## src/rtl/apb_slave_mem.sv

```systemverilog
// apb_slave_mem: APB completer backed by a register-file memory, with WAIT programmable wait states.
// Define APB_SLAVE_PSLVERR_EN to answer out-of-range addresses with pslverr instead of aliasing them.
module apb_slave_mem #(
  parameter int AW    = 9,
  parameter int DW    = 8,
  parameter int DEPTH = 256,
  parameter int WAIT  = 2
) (
  input  logic          pclk,
  input  logic          presetn,
  input  logic          psel,
  input  logic          penable,
  input  logic          pwrite,
  input  logic [AW-1:0] paddr,
  input  logic [DW-1:0] pwdata,
  output logic [DW-1:0] prdata,
  output logic          pready,
  output logic          pslverr
);
  localparam int         IW     = (DEPTH > 1) ? $clog2(DEPTH) : 1;
  localparam logic [3:0] WAIT_C = 4'(WAIT);

  typedef enum logic {IDLE, ACCESS} state_t;

  state_t        state, nxt_state;
  logic [3:0]    cnt, nxt_cnt;
  logic [AW-1:0] addr_lat;
  logic [DW-1:0] wdata_lat;
  logic          write_lat;
  logic [DW-1:0] mem [DEPTH];

  logic          latch, mem_we, rd_load, rd_err;
  logic          in_err, lat_err;
  logic [AW-1:0] rd_addr;

`ifdef APB_SLAVE_PSLVERR_EN
  localparam logic [AW:0] DEPTH_W = (AW+1)'(DEPTH);
  assign in_err  = ({1'b0, paddr} >= DEPTH_W);
  assign lat_err = ({1'b0, addr_lat} >= DEPTH_W);
  assign pslverr = pready & lat_err;
`else
  logic unused_addr;
  assign in_err      = 1'b0;
  assign lat_err     = 1'b0;
  assign unused_addr = ^addr_lat;
  assign pslverr     = 1'b0;
`endif

  assign pready = (state == ACCESS) && (cnt == 4'd0);

  always_ff @(posedge pclk or negedge presetn) begin
    if (!presetn) begin
      state <= IDLE;
      cnt   <= 4'd0;
    end else begin
      state <= nxt_state;
      cnt   <= nxt_cnt;
    end
  end

  // Zero-wait reads must fetch at the setup edge, so they look at the live address.
  always_comb begin
    nxt_state = state;
    nxt_cnt   = cnt;
    latch     = 1'b0;
    mem_we    = 1'b0;
    rd_load   = 1'b0;
    rd_addr   = addr_lat;
    rd_err    = lat_err;
    case (state)
      IDLE: begin
        if (psel && !penable) begin
          nxt_state = ACCESS;
          nxt_cnt   = WAIT_C;
          latch     = 1'b1;
          if ((WAIT_C == 4'd0) && !pwrite) begin
            rd_load = 1'b1;
            rd_addr = paddr;
            rd_err  = in_err;
          end
        end
      end
      ACCESS: begin
        if (!psel) begin
          nxt_state = IDLE;
        end else if (penable) begin
          if (cnt != 4'd0) begin
            nxt_cnt = cnt - 4'd1;
            rd_load = (cnt == 4'd1) && !write_lat;
          end else begin
            nxt_state = IDLE;
            mem_we    = write_lat && !lat_err;
          end
        end
      end
      default: nxt_state = IDLE;
    endcase
  end

  always_ff @(posedge pclk) begin
    if (latch) begin
      addr_lat  <= paddr;
      wdata_lat <= pwdata;
      write_lat <= pwrite;
    end
  end

  always_ff @(posedge pclk or negedge presetn) begin
    if (!presetn) begin
      prdata <= '0;
    end else if (rd_load) begin
      prdata <= rd_err ? '0 : mem[rd_addr[IW-1:0]];
    end
  end

  always_ff @(posedge pclk or negedge presetn) begin
    if (!presetn) begin
      for (int i = 0; i < DEPTH; i++) mem[i] <= '0;
    end else if (mem_we) begin
      mem[addr_lat[IW-1:0]] <= wdata_lat;
    end
  end
endmodule

```

## config.mk

```make
export PLATFORM = sky130hd
export DESIGN_NAME = apb_slave_mem
export DESIGN_NICKNAME = d
export VERILOG_FILES = /design/src/rtl/apb_slave_mem.sv
export SDC_FILE = /design/constraint.sdc
export NUM_CORES = 2
export LEC_CHECK = 0
export ABC_AREA = 1
export CELL_PAD_IN_SITES_DETAIL_PLACEMENT = 2
export CELL_PAD_IN_SITES_GLOBAL_PLACEMENT = 2
export CORE_MARGIN = 2
export CORE_UTILIZATION = 42
export DETAILED_ROUTE_END_ITERATION = 10
export PLACE_DENSITY_LB_ADDON = 0.3
export SYNTH_ARGS = -nofsm -noshare
export SYNTH_HDL_FRONTEND = slang
export SYNTH_SLANG_ARGS = --single-unit
```

## constraint.sdc

```tcl
create_clock -name pclk -period 5.7 [get_ports pclk]
set_input_delay 1.14 -clock pclk [delete_from_list [all_inputs] [get_ports pclk]]
set_output_delay 1.14 -clock pclk [all_outputs]
set_load 0.005 [all_outputs]
```

# Yosys cells after proc, flatten, opt, wreduce, memory -nomap -nowiden
# Index checks and enable logic that the tools add are counted.
# word_totals
ff_bits	2078
input_bits	22
elab_cells	306
# classes
addsub	1
magnitude_cmp	2
n_eq_ne	5
mux	25
n_bitwise	2
reduce_logical	9
# op_table
cell	count
$bwmux 2048	1
$bmux 8 s8	1
$demux 8 s8	1
$mux 8	3
$mux 4	4
$mux 1	13
$ge 9x9->1 const B	1
$lt 9x1->1 const B	1
$not 8->9	1
$pmux 4 s2	1
$ne 2x2->1 const B	3
$eq 4x1->1 const B	1
$logic_and 1x1->1	4
$logic_not 4->1	1
$reduce_and 4->1	1
$reduce_bool 4->1	1
$sub 4x1->4 const B	1
$logic_not 1->1	2
$ne 2x1->1 const B	1
$pmux 1 s2	1
$not 1->1	1

# Longest topological paths before layout
# logic_depth
depth_word	6
mapped_depth	18
depth_no_buf	15

# Least setup slack after synthesis
# OpenSTA, ideal clock, no wires.
# synth_timing
kind	input-to-reg
start	input port penable
end	register cnt[2]
arrival_time_ps	2963
slack_ps	2640
cell_stages	3
path_cell_list	nor3_1 > nor2_1 > o31ai_1
# synth_via
elab_chain_len	4
# synth_rtl
item	line	source
start, declared	12	input logic penable,
$logic_not 1->1	72	if (psel && !penable) begin
$logic_and 1x1->1	72	
$ne 2x2->1 (no source line)	--	
$reduce_and 4->1 (no source line) *	--	
end signal, assigned	57	cnt <= nxt_cnt;
end, declared	26	logic [3:0] cnt, nxt_cnt;
# Mark *: on every way between the ends. The rest lies on a longest branch, timed or not.
# A chain may end at the register's enable or synchronous reset.

# Worst setup path in the final report
# layout_timing
start	register addr_lat[0]
end	register mem[308] (netlist name)
# layout_via
elab_chain_len	6
# layout_rtl
item	line	source
start, declared	27	logic [AW-1:0] addr_lat;
start signal, assigned	102	addr_lat <= paddr;
$not 8->9 (not written as such) *	120	mem[addr_lat[IW-1:0]] <= wdata_lat;
$ge 9x9->1 (not written as such) or $lt 9x1->1 (tied branches)	120	
$logic_and 1x1->1 (not written as such)	120	
$mux 8 (not written as such)	120	
$demux 8 s8 *	120	
$bwmux 2048 *	120	
end signal, assigned by index	120	
end, declared	30	logic [DW-1:0] mem [DEPTH];
# Marks and branches as above.

==> flow_summary.json <==
{
  "route.vias.total": 87400,
  "fin_tns_setup_ps": 0,
  "wl_per_cell_um": 27.5,
  "seq_area_frac_synth_pct": 55.8,
  "port_buffers": 29,
  "cts_hold_buf": 0,
  "root_buffer": "clkbuf_16",
  "fmax_mhz": 216,
  "ir_drop_mv": 0.316,
  "rsz0062_at_grt": "no",
  "drt_iter0_drc": 6731,
  "ant_nets": 0,
  "fin_skew_ps": 34.8,
  "cts_buffers": 229,
  "postSynthAreaPerCell_sq_um": 7.83,
  "period_share_pct": 81.2,
  "multi_input_area_sq_mm": 0.0376,
  "syn_nets": 11900,
  "die-width_um": 476,
  "cpMaxStageDelayCell": "edfxtp_1",
  "initial_core_util_pct": 42.1,
  "cpMostUsedCell": "nor2_4",
  "cap_violations": 0,
  "hold_ws_ps": 302,
  "critPathLaunchType": "register",
  "pwr_density_cell_mw_per_mm2": 304,
  "setup_violations": 0,
  "fin_crit_ps": 4630,
  "die-height_um": 476,
  "worstHoldPathType": "primary input to asynchronous set/reset pin",
  "fin_area_sq_mm": 0.103,
  "syn_inst": 11900,
  "crit_type": "register to register",
  "rows": 173,
  "clk_pin_slew_ps": 60,
  "cts_num_sinks": 2078,
  "clock_latency_ps": 910,
  "routed_wl_um": 403000,
  "crit_path_max_fanout": 73,
  "finalHoldViolations": 0,
  "grt_first_pass_wirelength_um": 623000,
  "yosys_warnings": 0,
  "arrival_ps": 5400,
  "final_common_cell": "nand2_1",
  "area_delta_synth_final_pct": 10.8,
  "maxSlewViolCount": 0,
  "final_cell_mix": "nand2_1, dfrtp_1, o21ai_0",
  "overflow": 0,
  "fp.dieArea_sq_mm": 0.226,
  "antenna_found_initial": 16,
  "fin_util_pct": 46.7,
  "tightest_slew_ps": 1230,
  "gp_congestion": 0.826,
  "grt_max_degree": 181,
  "post_cts_resized": 0,
  "fin_ws_ps": 1070,
  "drive_gt1_share_pct": 5.69,
  "vias_per_cell": 5.97,
  "clk_path_buf_depth": 3,
  "drtPass1Iterations": 5,
  "dp_slack_ps": 1260,
  "final_nets": 11500,
  "htreeDepth": 4,
  "cpPeakStageDelay_ps": 760,
  "grt_pass1_vias": 98700,
  "crit_path_cell_trace": "inv_8, nor2_4, buf_12, inv_2, nor2_4, buf_4, nand2_1, o21ai_0",
  "fill_cells": 24400,
  "relSlewSlack_pct": 17.7,
  "regArea_sq_mm": 0.0521,
  "route.detailed.drc": 0,
  "end_kind": "register",
  "grt_util_all_layers_pct": 35.9,
  "reg2reg_depth": 8,
  "status": "finished clean",
  "ioPinCount": 32,
  "synth_area_sq_mm": 0.0934,
  "synth_cell_types": 32,
  "crit_required_ps": 6470,
  "cts_tree": "built",
  "synth-seq-cells": 2078,
  "p_leak_nw": 48.4,
  "dp_hpwl_um": 223000,
  "post_dp_cell_area_sq_mm": 0.0959,
  "coreArea_sq_mm": 0.222,
  "post-cts-setup-buffers": 0
}
-- cell usage after synthesis --
cell type | number | area [sq um]
nand2_1 | 5873 | 22000
inv_1 | 30 | 113
buf_2 | 220 | 1100
a31oi_1 | 1 | 6.26
nor3b_1 | 1 | 7.51
clkinv_1 | 2 | 7.51
o21ai_1 | 628 | 3140
conb_1 | 1 | 3.75
buf_6 | 7 | 78.8
nand2_4 | 5 | 56.3
a21oi_1 | 136 | 681
xnor2_1 | 1 | 8.76
nand2_2 | 87 | 544
ha_1 | 3 | 37.5
nand3_1 | 121 | 606
nor3_1 | 1 | 5.00
nor2_2 | 10 | 62.6
clkinv_2 | 1 | 5.00
clkbuf_1 | 590 | 2210
o21ai_0 | 1572 | 7870
inv_2 | 9 | 33.8
o21a_1 | 2 | 15.0
nor2_1 | 321 | 1200
nand4_1 | 158 | 988
edfxtp_1 | 17 | 510
o31ai_1 | 1 | 7.51
nor2_4 | 17 | 191
buf_1 | 20 | 75.1
a22oi_1 | 5 | 37.5
dfrtp_1 | 2061 | 51600
buf_4 | 21 | 158
nand3b_1 | 1 | 7.51
-- flip-flops by register name (all words and copies together), names as in the netlist --
signal	cells
wdata_lat	8
prdata	8
state	1
mem	2048
addr_lat	8
write_lat	1
cnt	4
-- per-layer routing --
metal | up-vias | global-route usage [%] | wire [um]
li1 | 37300 | - | -
met2 | 2830 | 59.5 | 193000
met3 | 1099 | 6.09 | 23200
met1 | 46200 | 44.9 | 164000
met4 | 8 | 18.7 | 22400
met5 | - | 0 | 44
-- logic make-up after synthesis --
logic type / Yosys count / share of synthesized area (%)
AO/OA/AOI/OAI: 2345 / 12.6
XOR/XNOR: 1 / 0.00938
adder cells (fa/ha/maj): 3 / 0.0402
buffers and inverters: 900 / 4.05
flip-flops: 2078 / 55.8
other: 1 / 0.00402
AND/OR/NAND/NOR: 6595 / 27.5
-- where the power goes --
group          internal (mW)  switching, mW  total [mW]
clock                   8.78           6.61        15.4
sequential              14.8         0.0569        14.9
combinational          0.165           1.04        1.20
-- final cells by class --
cell class	instances	share of cell area, %
timing repair buffer	195	2.17
clock buffer	359	6.74
clock inverter	51	0.567
antenna	9	0.0218
inverter	42	0.238
sequential	2078	50.4
multi-input combinational	8945	36.3
tap	2975	3.60
-- worst max-delay path: cells and delay by family (launching register included) --
family	cells	cell delay, ps
AND/OR/NAND/NOR	3	1760
AO/OA/AOI/OAI	1	480
buffers and inverters	4	1370
flip-flops	1	760
-- final timing paths --
check / start / to / slack (ps)
max: addr_lat[0] / mem[308] / 1070
min: presetn / mem[574] / 300
max reg2reg: addr_lat[0] / mem[308] / 1070
min reg2reg: mem[361] / mem[361] / 490
max in group asynchronous: presetn / mem[2000] / 3910
min in group pclk: mem[361] / mem[361] / 490
-- metrics by stage --
step	cells	total power, mW
3_3_place_gp	14200	16.3
3_5_place_dp	14200	16.3
5_1_grt	14600	32.2
6_report	14700	31.5
4_1_cts	14600	31.6
2_1_floorplan	11900	15.5
(Power assumes the default switching activity.)
